$ cat src/rtl/apb_manager_if.sv
// Command/response streams plus the APB requester-side pins of one apb_manager.
interface apb_manager_if #(
  parameter int AddrWidth = 32,
  parameter int DataWidth = 32
);
  logic                 cmdValid;
  logic                 cmdReady;
  logic [AddrWidth-1:0] cmdAddr;
  logic                 cmdWrite;
  logic [DataWidth-1:0] cmdWData;

  logic                 rspValid;
  logic                 rspReady;
  logic [DataWidth-1:0] rspRData;
  logic                 rspErr;
  logic                 rspTimeout;

  logic [AddrWidth-1:0] addr;
  logic [DataWidth-1:0] wData;
  logic                 write;
  logic                 sel;
  logic                 enable;
  logic [DataWidth-1:0] rData;
  logic                 subErr;
  logic                 readyOut;

  modport master (
    input  cmdValid, cmdAddr, cmdWrite, cmdWData, rspReady, rData, subErr, readyOut,
    output cmdReady, rspValid, rspRData, rspErr, rspTimeout, addr, wData, write, sel, enable
  );

  modport slave (
    output cmdValid, cmdAddr, cmdWrite, cmdWData, rspReady, rData, subErr, readyOut,
    input  cmdReady, rspValid, rspRData, rspErr, rspTimeout, addr, wData, write, sel, enable
  );
endinterface

$ cat src/rtl/apb_manager.sv
// APB requester: one valid/ready command becomes one SETUP/ACCESS transfer and one response.
// Latency: response valid 3 cycles after accept plus one cycle per readyOut-low ACCESS cycle.
// Backpressure: held response stalls cmdReady; a command can be taken on the response handshake.
module apb_manager #(
  parameter int AddrWidth     = 32,
  parameter int DataWidth     = 32,
  parameter int TimeoutCycles = 16,
  parameter int CntWidth      = 8
) (
  input  logic          clk,
  input  logic          nReset,
  apb_manager_if.master bus
);

  typedef enum logic [1:0] {IDLE, SETUP, ACCESS, RESP} state_t;

  localparam int TimeoutLast = (TimeoutCycles > 0) ? TimeoutCycles - 1 : 0;

  state_t              state;
  state_t              state_nxt;
  logic [CntWidth-1:0] wait_cnt;
  logic                accept;
  logic                done;
  logic                timeout;

  assign accept  = bus.cmdValid && bus.cmdReady;
  assign done    = (state == ACCESS) && bus.readyOut;
  // readyOut on the expiry edge takes priority, so timeout is qualified by !readyOut
  assign timeout = (TimeoutCycles > 0) && (state == ACCESS) && !bus.readyOut &&
                   (wait_cnt == CntWidth'(TimeoutLast));

  always_ff @(posedge clk or negedge nReset) begin
    if (!nReset) state <= IDLE;
    else         state <= state_nxt;
  end

  always_comb begin
    state_nxt = state;
    case (state)
      IDLE:    if (bus.cmdValid) state_nxt = SETUP;
      SETUP:   state_nxt = ACCESS;
      ACCESS:  if (done || timeout) state_nxt = RESP;
      RESP:    if (bus.rspReady) state_nxt = bus.cmdValid ? SETUP : IDLE;
      default: state_nxt = IDLE;
    endcase
  end

  // APB strobes decode straight from the state register, so reset drops them asynchronously
  always_comb begin
    bus.cmdReady = (state == IDLE) || ((state == RESP) && bus.rspReady);
    bus.sel      = (state == SETUP) || (state == ACCESS);
    bus.enable   = (state == ACCESS);
    bus.rspValid = (state == RESP);
  end

  always_ff @(posedge clk or negedge nReset) begin
    if (!nReset) begin
      bus.addr       <= {AddrWidth{1'b0}};
      bus.wData      <= {DataWidth{1'b0}};
      bus.write      <= 1'b0;
      bus.rspRData   <= {DataWidth{1'b0}};
      bus.rspErr     <= 1'b0;
      bus.rspTimeout <= 1'b0;
    end else begin
      if (accept) begin
        bus.addr  <= bus.cmdAddr;
        bus.write <= bus.cmdWrite;
        bus.wData <= bus.cmdWData;
      end
      if (done) begin
        bus.rspRData   <= bus.write ? {DataWidth{1'b0}} : bus.rData;
        bus.rspErr     <= bus.subErr;
        bus.rspTimeout <= 1'b0;
      end else if (timeout) begin
        bus.rspRData   <= {DataWidth{1'b0}};
        bus.rspErr     <= 1'b1;
        bus.rspTimeout <= 1'b1;
      end
    end
  end

  always_ff @(posedge clk or negedge nReset) begin
    if (!nReset)                                         wait_cnt <= '0;
    else if ((state == ACCESS) && !bus.readyOut && !timeout) wait_cnt <= wait_cnt + 1'b1;
    else                                                 wait_cnt <= '0;
  end

endmodule

$ cat src/flat_wrapper.sv
// flat-port wrapper written by rule: the top's interface ports become plain ports
module apb_manager_flat 
#(
  parameter int AddrWidth     = 32,
  parameter int DataWidth     = 32,
  parameter int TimeoutCycles = 16,
  parameter int CntWidth      = 8
)
  (clk, nReset, bus_cmdValid, bus_cmdAddr, bus_cmdWrite, bus_cmdWData, bus_rspReady, bus_rData, bus_subErr, bus_readyOut, bus_cmdReady, bus_rspValid, bus_rspRData, bus_rspErr, bus_rspTimeout, bus_addr, bus_wData, bus_write, bus_sel, bus_enable);
  apb_manager_if #(.AddrWidth(AddrWidth), .DataWidth(DataWidth)) bus_i ();
  input  logic clk;
  input  logic nReset;
  input wire logic [$bits(bus_i.cmdValid)-1:0] bus_cmdValid;
  input wire logic [$bits(bus_i.cmdAddr)-1:0] bus_cmdAddr;
  input wire logic [$bits(bus_i.cmdWrite)-1:0] bus_cmdWrite;
  input wire logic [$bits(bus_i.cmdWData)-1:0] bus_cmdWData;
  input wire logic [$bits(bus_i.rspReady)-1:0] bus_rspReady;
  input wire logic [$bits(bus_i.rData)-1:0] bus_rData;
  input wire logic [$bits(bus_i.subErr)-1:0] bus_subErr;
  input wire logic [$bits(bus_i.readyOut)-1:0] bus_readyOut;
  output wire logic [$bits(bus_i.cmdReady)-1:0] bus_cmdReady;
  output wire logic [$bits(bus_i.rspValid)-1:0] bus_rspValid;
  output wire logic [$bits(bus_i.rspRData)-1:0] bus_rspRData;
  output wire logic [$bits(bus_i.rspErr)-1:0] bus_rspErr;
  output wire logic [$bits(bus_i.rspTimeout)-1:0] bus_rspTimeout;
  output wire logic [$bits(bus_i.addr)-1:0] bus_addr;
  output wire logic [$bits(bus_i.wData)-1:0] bus_wData;
  output wire logic [$bits(bus_i.write)-1:0] bus_write;
  output wire logic [$bits(bus_i.sel)-1:0] bus_sel;
  output wire logic [$bits(bus_i.enable)-1:0] bus_enable;
  assign bus_i.cmdValid = bus_cmdValid;
  assign bus_i.cmdAddr = bus_cmdAddr;
  assign bus_i.cmdWrite = bus_cmdWrite;
  assign bus_i.cmdWData = bus_cmdWData;
  assign bus_i.rspReady = bus_rspReady;
  assign bus_i.rData = bus_rData;
  assign bus_i.subErr = bus_subErr;
  assign bus_i.readyOut = bus_readyOut;
  assign bus_cmdReady = bus_i.cmdReady;
  assign bus_rspValid = bus_i.rspValid;
  assign bus_rspRData = bus_i.rspRData;
  assign bus_rspErr = bus_i.rspErr;
  assign bus_rspTimeout = bus_i.rspTimeout;
  assign bus_addr = bus_i.addr;
  assign bus_wData = bus_i.wData;
  assign bus_write = bus_i.write;
  assign bus_sel = bus_i.sel;
  assign bus_enable = bus_i.enable;
  apb_manager #(.AddrWidth(AddrWidth), .DataWidth(DataWidth), .TimeoutCycles(TimeoutCycles), .CntWidth(CntWidth)) u_core (.clk(clk), .nReset(nReset), .bus(bus_i));
endmodule
$ cat config.mk
export PLATFORM = sky130hd
export DESIGN_NAME = apb_manager_flat
export DESIGN_NICKNAME = d
export VERILOG_FILES = /design/src/rtl/apb_manager_if.sv /design/src/rtl/apb_manager.sv /design/src/flat_wrapper.sv
export SDC_FILE = /design/constraint.sdc
export NUM_CORES = 1
export LEC_CHECK = 0
export BUFFER_PORTS_ARGS = -buffer_cell sky130_fd_sc_hd__buf_4
export CAP_MARGIN = 0
export CORE_ASPECT_RATIO = 1.1
export CORE_MARGIN = 2
export CORE_UTILIZATION = 49
export DETAILED_ROUTE_END_ITERATION = 8
export PLACE_DENSITY = 0.83
export SLEW_MARGIN = 20
export SYNTH_ARGS = -nofsm -noshare
export SYNTH_HDL_FRONTEND = slang
export SYNTH_SLANG_ARGS = --single-unit
$ cat constraint.sdc
create_clock -name clk -period 5.47 [get_ports clk]
set_input_delay 0.2735 -clock clk [delete_from_list [all_inputs] [get_ports clk]]
set_output_delay 0.2735 -clock clk [all_outputs]
set_load 0.1 [all_outputs]
# Word-level counts from Yosys, hierarchy flattened
# Cells that the tools add are included.
[totals] reg_bits=109 elab_cells=42 in_bits=103 out_inout_bits=103
[op_classes] addsub=1 n_eq_ne=7 reduce_logical=14 muxes=12
[ops] operator="two-way mux 32 bit" n=3
[ops] operator="adder 8 x 1 -> 8 bit, second input constant" n=1
[ops] operator="equality test 8 x 4 -> 1 bit, second input constant" n=1
[ops] operator="two-way mux 8 bit" n=1
[ops] operator="case mux 2 bit (4 select lines)" n=1
[ops] operator="logical AND 1 bit" n=6
[ops] operator="two-way mux 2 bit" n=3
[ops] operator="equality test 2 bit, second input constant" n=2
[ops] operator="two-way mux 1 bit" n=4
[ops] operator="inequality test 2 bit, second input constant" n=2
[ops] operator="logical OR 1 bit" n=3
[ops] operator="AND reduction 3 bit" n=1
[ops] operator="equality test 2 x 1 -> 1 bit, second input constant" n=1
[ops] operator="logical NOT 1 bit" n=2
[ops] operator="logical NOT 2 bit" n=1
[ops] operator="inequality test 2 x 1 -> 1 bit, second input constant" n=1
[ops] operator="nonzero test 2 bit" n=1

# Longest topological paths before layout
# Gate-level depths: netlist (run 1).
[logic_depth] depth_word=6 ltp_mapped=8 ltp_nobuf=6

# Least setup slack after synthesis (run 1)
# Ideal clock, no wire load.
[synth_timing] path_type="register to register" startpoint="register u_core.state[1]" endpoint="register u_core.bus.addr[0]" synth_period_minus_slack_ns=2.938 setup_ns=0.126 t_required_ns=5.344 setup_slack_ns=2.532 t_arrival_ns=2.813 stages_incl_launch_ff=8 path_buffers=2 path_cell_list="dfrtp_1 ha_1 nand2_1 nand2_1 nand2_1 buf_2 buf_2 mux2_2"
[synth_via] elab_chain_len=4 word_cells_on_any_way=5 cone_classes="eq/ne: 1; reduce/logical: 4"
[synth_rtl] element="start: declaration" line_no="apb_manager.sv:19" source="state_t state;"
[synth_rtl] element="start signal: assignment" line_no="apb_manager.sv:34" source="else state <= state_nxt;"
[synth_rtl] element="equality test 2 bit"
[synth_rtl] element="via bus_rspValid" line_no="flat_wrapper.sv:22" source="output wire logic [$bits(bus_i.rspValid)-1:0] bus_rspValid;"
[synth_rtl] element="logical AND 1 bit" line_no="apb_manager.sv:50" source="bus.cmdReady = (state == IDLE) || ((state == RESP) && bus.rspReady);"
[synth_rtl] element="logical OR 1 bit" line_no="apb_manager.sv:50"
[synth_rtl] element="via bus_cmdReady" line_no="flat_wrapper.sv:21" source="output wire logic [$bits(bus_i.cmdReady)-1:0] bus_cmdReady;"
[synth_rtl] element="logical AND 1 bit" line_no="apb_manager.sv:26" source="assign accept = bus.cmdValid && bus.cmdReady;"
[synth_rtl] element="end signal: assignment" line_no="apb_manager.sv:58" source="bus.addr <= {AddrWidth{1'b0}};"
[synth_rtl] element="end signal: assignment" line_no="apb_manager.sv:66" source="bus.addr <= bus.cmdAddr;"
[synth_rtl] element="end: declaration" line_no="apb_manager_if.sv:29" source="output cmdReady, rspValid, rspRData, rspErr, rspTimeout, addr, wData, write, sel, enable"
# The timed path passes the listed nets, and every way through them passes these cells.
# A chain may end at the register's enable or synchronous reset.

# Worst setup path in the final report (run 1)
[layout_timing] startpoint="register u_core.state[0]" endpoint="register u_core.bus.addr[29]"
[layout_via] elab_chain_len=4 word_cells_on_any_way=5 cone_classes="eq/ne: 1; reduce/logical: 4"
[layout_rtl] element="equality test 2 bit" line_no="apb_manager.sv:50"
[layout_rtl] element="logical AND 1 bit" line_no="apb_manager.sv:50"
[layout_rtl] element="logical OR 1 bit (*)" line_no="apb_manager.sv:50"
[layout_rtl] element="logical AND 1 bit (*)" line_no="apb_manager.sv:26"
# Mark *: on every way between the ends. The rest lies on a longest branch, timed or not.

==> results of run 1 <==
-- final cells by class --
type	count	area, um2
clock buffers	11	141.4
multi-input cells	145	1374
repair buffers	208	1564
fillers	601	2310
flip-flops and latches	109	2728
well taps	111	138.9
clock inverters	5	42.54
inverters	6	22.52
-- state kept, by name, indices dropped and copies added, names as in the netlist --
register,cells
u_core.bus.rspTimeout,1
u_core.wait_cnt,8
u_core.state,2
u_core.bus.wData,32
u_core.bus.rspErr,1
u_core.bus.addr,32
u_core.bus.write,1
u_core.bus.rspRData,32
-- cell usage in the layout (no fill, tap or decap), types with 2 or more instances in the layout --
master / instances
a21oi_1: 6
a22o_1: 32
buf_4: 207
clkbuf_8: 10
dfrtp_1: 109
ha_1: 5
inv_1: 6
inv_6: 3
mux2_2: 65
nand2_1: 5
nand3_1: 3
nor2_1: 8
xnor2_1: 2
xor2_1: 3
-- critical path, delay by kind of cell (launching register included) --
| kind | cells | cell delay (ns) |
|---|---|---|
| simple gates | 2 | 0.16 |
| mux | 1 | 0.42 |
| buf+inv | 3 | 0.81 |
| flops | 1 | 0.39 |
| fa+ha+maj | 1 | 0.21 |
-- per-layer routing --
layer	vias to the layer above	GRT usage
met5	-	0
met4	0	0.09414
met3	22	0.05909
met2	115	0.3773
met1	1522	0.2532
li1	1388	-
-- through the flow --
| stage | cell area (um2) | utilization |
|---|---|---|
| after floorplan | 4167 | - |
| final | 6011 | 0.7224 |
| after global placement | 5804 | 0.6976 |
| after detailed placement | 5812 | 0.6985 |
| after CTS | 6006 | 0.7218 |
| after global routing | 6011 | 0.7224 |
-- kinds of logic after synthesis --
family / after synthesis / share of synthesized area
adder cells (fa/ha/maj): 5 / 0.01502
multiplexers: 66 / 0.1793
buffers and inverters: 19 / 0.01982
AO/OA/AOI/OAI: 44 / 0.09159
flip-flops: 109 / 0.6547
AND/OR/NAND/NOR: 25 / 0.02913
XOR/XNOR: 5 / 0.01051
-- worst min-delay path by stage --
stage / start / end / cells after the start
6_report: bus_readyOut / u_core.bus.rspTimeout / 2
3_3_place_gp: nReset / u_core.bus.rspRData[1] / 1
4_1_cts: bus_readyOut / u_core.bus.rspTimeout / 2
5_1_grt: bus_cmdAddr[7] / u_core.bus.addr[7] / 2
3_5_place_dp: nReset / u_core.bus.rspRData[1] / 1
2_1_floorplan: nReset / u_core.bus.addr[0] / 0
-- repair_timing --
item,4_1_cts,5_1_grt
hold endpoints to repair,45,0
endpoints found under the setup margin,0,0
hold buffers,1,0
gates resized for setup,0,0
==> results.txt, run 1 <==
io pins - 206
pre-CTS WS - 3.163 ns
synth warn - 0
Final Hold Fails - 0
Initial Utilization - 0.5008
Clock Skew - 0.01092 ns
Startpoint Class - register
FF-to-FF path depth - 7
Setup Buffers After CTS - 0
critical path data required time - 5.71 ns
area share of the largest cell type after synthesis - 0.6547
Worst R2R End - u_core.bus.addr[29]
post-synthesis async set-or-reset flop share - 1.000
Worst-Margin Slew - 0.8186 ns
Final min period - 2.167 ns
Post-synth EDFFs - 0
DR pass1 iterations - 5
Tcrit/Tclk final - 0.3961
CTS tree - built
Placed Cells - 578
CP max FO - 65
worst hold path type - input pin to register
count of input and output buffers - 205
grt ovf - 0
Relative slew margins - 0.4522
Reg clk slew, reported paths - 0.10 ns
die width - 91.92 um
# diodes - 0
post-synth top area cell - dfrtp_1
Worst setup endpoint - u_core.bus.addr[29]
die footprint - 0.009257 mm2
Final #Nets - 587
maxcap violations - 0
Crit Reg-Reg Startpoint - u_core.state[0]
clk buf depth - 2
DRC errors left - 0
RSZ-0062 raised after global routing - no
dominant synthesized flop cell - dfrtp_1
TritonCTS Buffers - 9
most common library cells after synthesis - 109 x dfrtp_1, 65 x mux2_2, 32 x a22o_1
R2R Setup Slk - 3.30 ns
CTS sink count - 109
CP Cell Sequence - inv_1 > ha_1 > inv_1 > nand2_1 > nand2_2 > buf_4 > mux2_2
count of final setup violators - 0
met2 wire len - 5.340 mm
register area share after synthesis - 0.6547
Root Buffer - clkbuf_8
Antenna Nets Post-Route - 0
layout cell share with drive strength beyond 1 - 0.6178
DR vias/cell - 5.121
row count - 35
FMAX - 461.5 MHz
GRT Util Overall - 0.2166
WL/cell - 16.77 um
DRT iter0 DRCs - 102
Final TNS setup - 0 ns
M1 WL - 3.715 mm
Slowest cell on crit path - buf_4
slowest stage delay, CP - 0.61 ns
Worst-Skew Late Latency - 0.36 ns
crit path launch - u_core.state[0]
Mapped Area - 0.004166 mm2
Final WS setup - 3.303 ns
Post-DP HPWL - 7.513 mm
flops & latches, synth - 109
largest net degree at the start of global routing - 66
most frequent cell after synthesis - dfrtp_1
core box area - 0.008320 mm2
area grow syn2layout - 44.26%
initial antenna violation count - 0
Cell Count, Final, Fillers Out - 595
GPL Wtd Cong - 0.7580
first-pass GRT wire length - 15.57 mm
CP endpoint kind - register
via count - 3047
worst hold slack - 0.1246 ns
vias in the first global route - 3173
Arrival @ worst endpoint - 2.41 ns
syn_nets - 381
cell repeated most along the worst path - inv_1
Setup CP Type - register to register
synth unique cells - 27
met3 wire length - 614 um
htree depth - 3
Slew Limit Fails - 0
outcome - finished clean
Die Height - 100.7 um
Max Used Layer - met4
routed wire length - 9.977 mm
synth top area cells - dfrtp_1 65%, mux2_2 18%, a22o_1 6.7%, ha_1 1.5%, buf_2 1.1%
syn_area_per_cell - 15.26 um2
Post-Synthesis Cells - 273
Power of run 1 is not shown: default switching activity piles up to over one toggle a cycle in this logic, so the estimate is an artifact.
==> run 2: changes to the inputs <==
CORE_UTILIZATION = 46   (was 49)
PLACE_DENSITY = 0.78   (was 0.83)
clock period = 2.2 ns   (was 5.47 ns; I/O delays follow)
==> results.txt, run 2 (same netlist as run 1, synthesis figures left out) <==
outcome - finished clean
GPL Wtd Cong - 0.7587 (about the same)
Die Height - 103.8 um (+3.1%)
initial antenna violation count - 0 (unchanged)
most common cell after layout, fill and taps aside - buf_4
cell repeated most along the worst path - inv_1
Relative slew margins - 0.6224 (+0.1702)
count of final setup violators - 0 (unchanged)
io pins - 206 (unchanged)
Setup CP Type - register to register
Slowest cell on crit path - dfrtp_1
Final #Nets - 685 (+17%)
post-cts resize count - 0 (unchanged)
Post-DP HPWL - 7.471 mm (-0.55%)
Final TNS setup - 0 ns (unchanged)
Largest regs - u_core.bus.addr x32, u_core.bus.rspRData x32, u_core.bus.wData x32
grt ovf - 0 (unchanged)
DR vias/cell - 4.974 (-2.9%)
WL/cell - 18.61 um (+11%)
Clock Skew - 0.01610 ns (+0.005183 ns)
Initial Utilization - 0.4719 (-0.02881)
clk buf depth - 2 (unchanged)
DR pass1 iterations - 4 (-1)
most frequent cells in the layout - 207 x buf_4, 109 x dfrtp_1, 97 x dlygate4sd3_1, 65 x mux2_2, 32 x a22o_1
CP max FO - 64 (-1.5%)
Final min period - 1.893 ns (-0.2735 ns)
slowest stage delay, CP - 0.47 ns (-0.14 ns)
R2R Setup Slk - 0.31 ns (-3.00 ns)
FMAX - 528.2 MHz (+14%)
CTS sink count - 109 (unchanged)
Crit Reg-Reg Startpoint - u_core.state[1]
fillers - 491 (-18%)
Slew Limit Fails - 0 (unchanged)
core box area - 0.008828 mm2 (+6.1%)
GRT Util Overall - 0.2632 (+0.04666)
layout cell share with drive strength beyond 1 - 0.5241 (-0.09371)
count of input and output buffers - 205 (unchanged)
Final Hold Fails - 0 (unchanged)
Antenna Nets Post-Route - 0 (unchanged)
die footprint - 0.009835 mm2 (+6.2%)
crit path launch - u_core.state[1]
row count - 36 (+2.9%)
TritonCTS Buffers - 9 (unchanged)
Worst-Margin Slew - 0.5663 ns (-0.2522 ns)
DRT iter0 DRCs - 104 (+2.0%)
Worst-Skew Late Latency - 0.36 ns (about the same)
Util after Layout - 0.7992 (+0.07677)
Reg clk slew, reported paths - 0.12 ns (+0.02 ns)
DRC errors left - 0 (unchanged)
worst hold path type - input pin to register
Tcrit/Tclk final - 0.8606 (+0.4645)
Placed Cells - 583 (+0.87%)
maxcap violations - 0 (unchanged)
Cell Count, Final, Fillers Out - 696 (+17%)
htree depth - 3 (unchanged)
die width - 94.74 um (+3.1%)
Hold Buf Count CTS - 97 (+96)
routed wire length - 12.95 mm (+30%)
crit-path leading delay family - buffers and inverters
critical path data required time - 2.46 ns (-3.25 ns)
area grow syn2layout - 69.34%
CP endpoint kind - register
Worst Hold Launch - bus_rData[6]
CP Cell Sequence - inv_1 > ha_1 > inv_1 > nand2_4 > nand2_2 > buf_12 > mux2_2
largest net degree at the start of global routing - 110 (+67%)
Setup Buffers After CTS - 0 (unchanged)
Bufs and invs on worst path - 3 (unchanged)
vias in the first global route - 3774 (+19%)
first-pass GRT wire length - 19.65 mm (+26%)
via count - 3462 (+14%)
worst hold slack - 0.01322 ns (-0.1114 ns)
# diodes - 0 (unchanged)
Startpoint Class - register
CTS tree - built
Arrival @ worst endpoint - 2.15 ns (-0.26 ns)
RSZ-0062 raised after global routing - no
Root Buffer - clkbuf_8
-- run 2: cell type report --
class                           instances  area, um2  area share
Clock inverter                          6      76.32     0.01082
Multi-Input combinational cell        145       1384      0.1961
Tap cell                              114      142.6     0.02022
Sequential cell                       109       2728      0.3866
Clock buffer                           10      137.6     0.01951
Timing Repair Buffer                  306       2565      0.3635
Inverter                                6      22.52    0.003192
-- run 2: worst paths after layout --
| path | endpoint | depth (start not counted) |
|---|---|---|
| setup / recovery | u_core.bus.addr[28] | 7 |
| hold / removal | u_core.bus.rspRData[6] | 2 |
| setup reg to reg | u_core.bus.addr[28] | 7 |
| hold reg to reg | u_core.wait_cnt[0] | 1 |
| max in group asynchronous | u_core.bus.wData[17] | 3 |
| min in group asynchronous | u_core.bus.addr[31] | 3 |
-- run 2: layer usage --
layer	vias to the layer above	GRT usage	routed length [um]
met2	127	0.4868	7186
li1	1582	-	-
met1	1712	0.2783	4484
met3	41	0.05018	717
met4	0	0.1273	564
met5	-	0	0
-- run 2: worst register-to-register path, delay by kind of cell (launching register included) --
kind                     cells  cell delay [ns]
AND/OR/NAND/NOR              2             0.16
buffers and inverters        3             0.56
flip-flops                   1             0.47
multiplexers                 1             0.43
adder cells (fa/ha/maj)      1             0.19
-- run 2: per-stage QoR --
step | setup slack [ns] | area [um2]
2_1_floorplan | 0.1416 | 4189
3_3_place_gp | 0.3528 | 5871
3_5_place_dp | 0.3070 | 5871
4_1_cts | 0.2995 | 7056
5_1_grt | 0.1980 | 7056
6_report | 0.3067 | 7056
Power of run 2 is left out for the same reason.
==> run 3: changes to the inputs <==
GPL_TIMING_DRIVEN = 0   (was unset)
==> results.txt, run 3 (same netlist as run 1, synthesis figures left out) <==
WL/cell - 18.54 um (-0.36%)
CTS sink count - 109 (unchanged)
io pins - 206 (unchanged)
row count - 36 (unchanged)
WHS Path Cells - 3 (+1)
initial antenna violation count - 0 (unchanged)
Tcrit/Tclk final - 0.9333 (+0.07271)
die width - 94.74 um (unchanged)
maxcap violations - 0 (unchanged)
most frequent cells in the layout - 204 x buf_4, 109 x dfrtp_1, 100 x dlygate4sd3_1, 65 x mux2_2, 32 x a22o_1
first-pass GRT wire length - 20.24 mm (+3.0%)
met3 wire length - 585 um (-18%)
Die Height - 103.8 um (unchanged)
count of final setup violators - 0 (unchanged)
M1 WL - 4.630 mm (+3.3%)
Initial Utilization - 0.4719 (unchanged)
Antenna Nets Post-Route - 0 (unchanged)
vias in the first global route - 3958 (+4.9%)
Final Hold Fails - 0 (unchanged)
CTS tree - built
Clock Skew - 0.01425 ns (-0.001859 ns)
Relative slew margins - 0.3807 (-0.2417)
Setup Buffers After CTS - 0 (unchanged)
Final #Nets - 697 (+1.8%)
htree depth - 3 (unchanged)
Root Buffer - clkbuf_8
largest net degree at the start of global routing - 110 (unchanged)
met2 wire len - 7.291 mm (+1.5%)
core box area - 0.008828 mm2 (unchanged)
GPL Wtd Cong - 0.7581 (about the same)
DRT iter0 DRCs - 96 (-7.7%)
TritonCTS Buffers - 9 (unchanged)
count of input and output buffers - 205 (unchanged)
Arrival @ worst endpoint - 2.30 ns (+0.15 ns)
DR pass1 iterations - 4 (unchanged)
Startpoint Class - register
critical path data required time - 2.45 ns (about the same)
Placed Cells - 592 (+1.5%)
worst hold slack - 0.07842 ns (+0.06519 ns)
CP max FO - 10 (-84%)
Final TNS setup - 0 ns (unchanged)
Slowest cell on crit path - dfrtp_1
GRT Util Overall - 0.2738 (+0.01058)
slowest stage delay, CP - 0.43 ns (-0.04 ns)
routed wire length - 13.13 mm (+1.4%)
Reg clk slew, reported paths - 0.10 ns (-0.02 ns)
Slew Limit Fails - 0 (unchanged)
DRC errors left - 0 (unchanged)
die footprint - 0.009835 mm2 (unchanged)
area grow syn2layout - 69.55%
worst hold path type - input pin to register
RSZ-0062 raised after global routing - yes
CP Cell Sequence - inv_1 > ha_1 > inv_1 > nand2_4 > nand2_1 > buf_2 > buf_2 > mux2_2
Worst-Skew Late Latency - 0.38 ns (+0.02 ns)
clk buf depth - 2 (unchanged)
outcome - finished clean
Largest regs - u_core.bus.addr x32, u_core.bus.rspRData x32, u_core.bus.wData x32
via count - 3558 (+2.8%)
Cell Count, Final, Fillers Out - 708 (+1.7%)
# diodes - 0 (unchanged)
FF-to-FF path depth - 8 (+1)
grt ovf - 0 (unchanged)
Setup CP Type - register to register
DR vias/cell - 5.025 (+1.0%)
fillers - 480 (-2.2%)
FMAX - 487.0 MHz (-7.8%)
Final min period - 2.053 ns (+0.1600 ns)
CP endpoint kind - register
most common cell after layout, fill and taps aside - buf_4
layout cell share with drive strength beyond 1 - 0.5168 (-0.007220)
Max Used Layer - met4
Post-DP HPWL - 7.655 mm (+2.5%)
Worst-Margin Slew - 0.9289 ns (+0.3625 ns)
## run 3: path summary, 6_finish.rpt
path	startpoint	slack, ns	to
setup / recovery	u_core.state[0]	0.15	u_core.bus.addr[5]
hold / removal	bus_cmdValid	0.08	u_core.state[0]
setup reg to reg	u_core.state[0]	0.15	u_core.bus.addr[5]
hold reg to reg	u_core.wait_cnt[0]	0.47	u_core.wait_cnt[0]
max in group asynchronous	nReset	1.15	u_core.bus.rspRData[29]
min in group asynchronous	nReset	0.42	u_core.bus.addr[31]
## run 3: per-stage QoR
stage | setup WS [ns] | utilization | cell area, um2
floorplan | 0.1416 | - | 4189
global placement | 0.1879 | 0.6650 | 5871
detailed placement | 0.1432 | 0.6654 | 5874
CTS | 0.1194 | 0.7999 | 7062
global route | -0.003683 | 0.8002 | 7064
finish | 0.1467 | 0.8002 | 7064
## run 3: critical path: cells and delay by family (launching register included)
kind / cells / cell delay [ns]
AND/OR/NAND/NOR: 2 / 0.14
adder cells (fa/ha/maj): 1 / 0.21
buffers and inverters: 4 / 0.80
flip-flops: 1 / 0.43
multiplexers: 1 / 0.37
## run 3: per-layer routing
metal,vias up,global-route usage
li1,1610,-
met1,1763,0.2857
met2,142,0.5111
met3,43,0.04073
met4,0,0.1470
met5,-,0
## run 3: repair_timing
| action | 4_1_cts | 5_1_grt |
|---|---|---|
| hold endpoints to repair | 208 | 0 |
| hold buffers | 100 | 0 |
| endpoints found under the setup margin | 0 | 4 |
| gates resized for setup | 0 | 1 |
## run 3: layout make-up
type	instances	area, um2	area share
clock inverter	5	45.04	0.006376
tap	114	142.6	0.02019
sequential	109	2728	0.3861
buffer	13	62.56	0.008856
multi-input combinational	145	1379	0.1952
timing repair buffer	305	2544	0.3601
inverter	6	22.52	0.003188
clock buffer	11	141.4	0.02001
Power of run 3 is left out for the same reason.
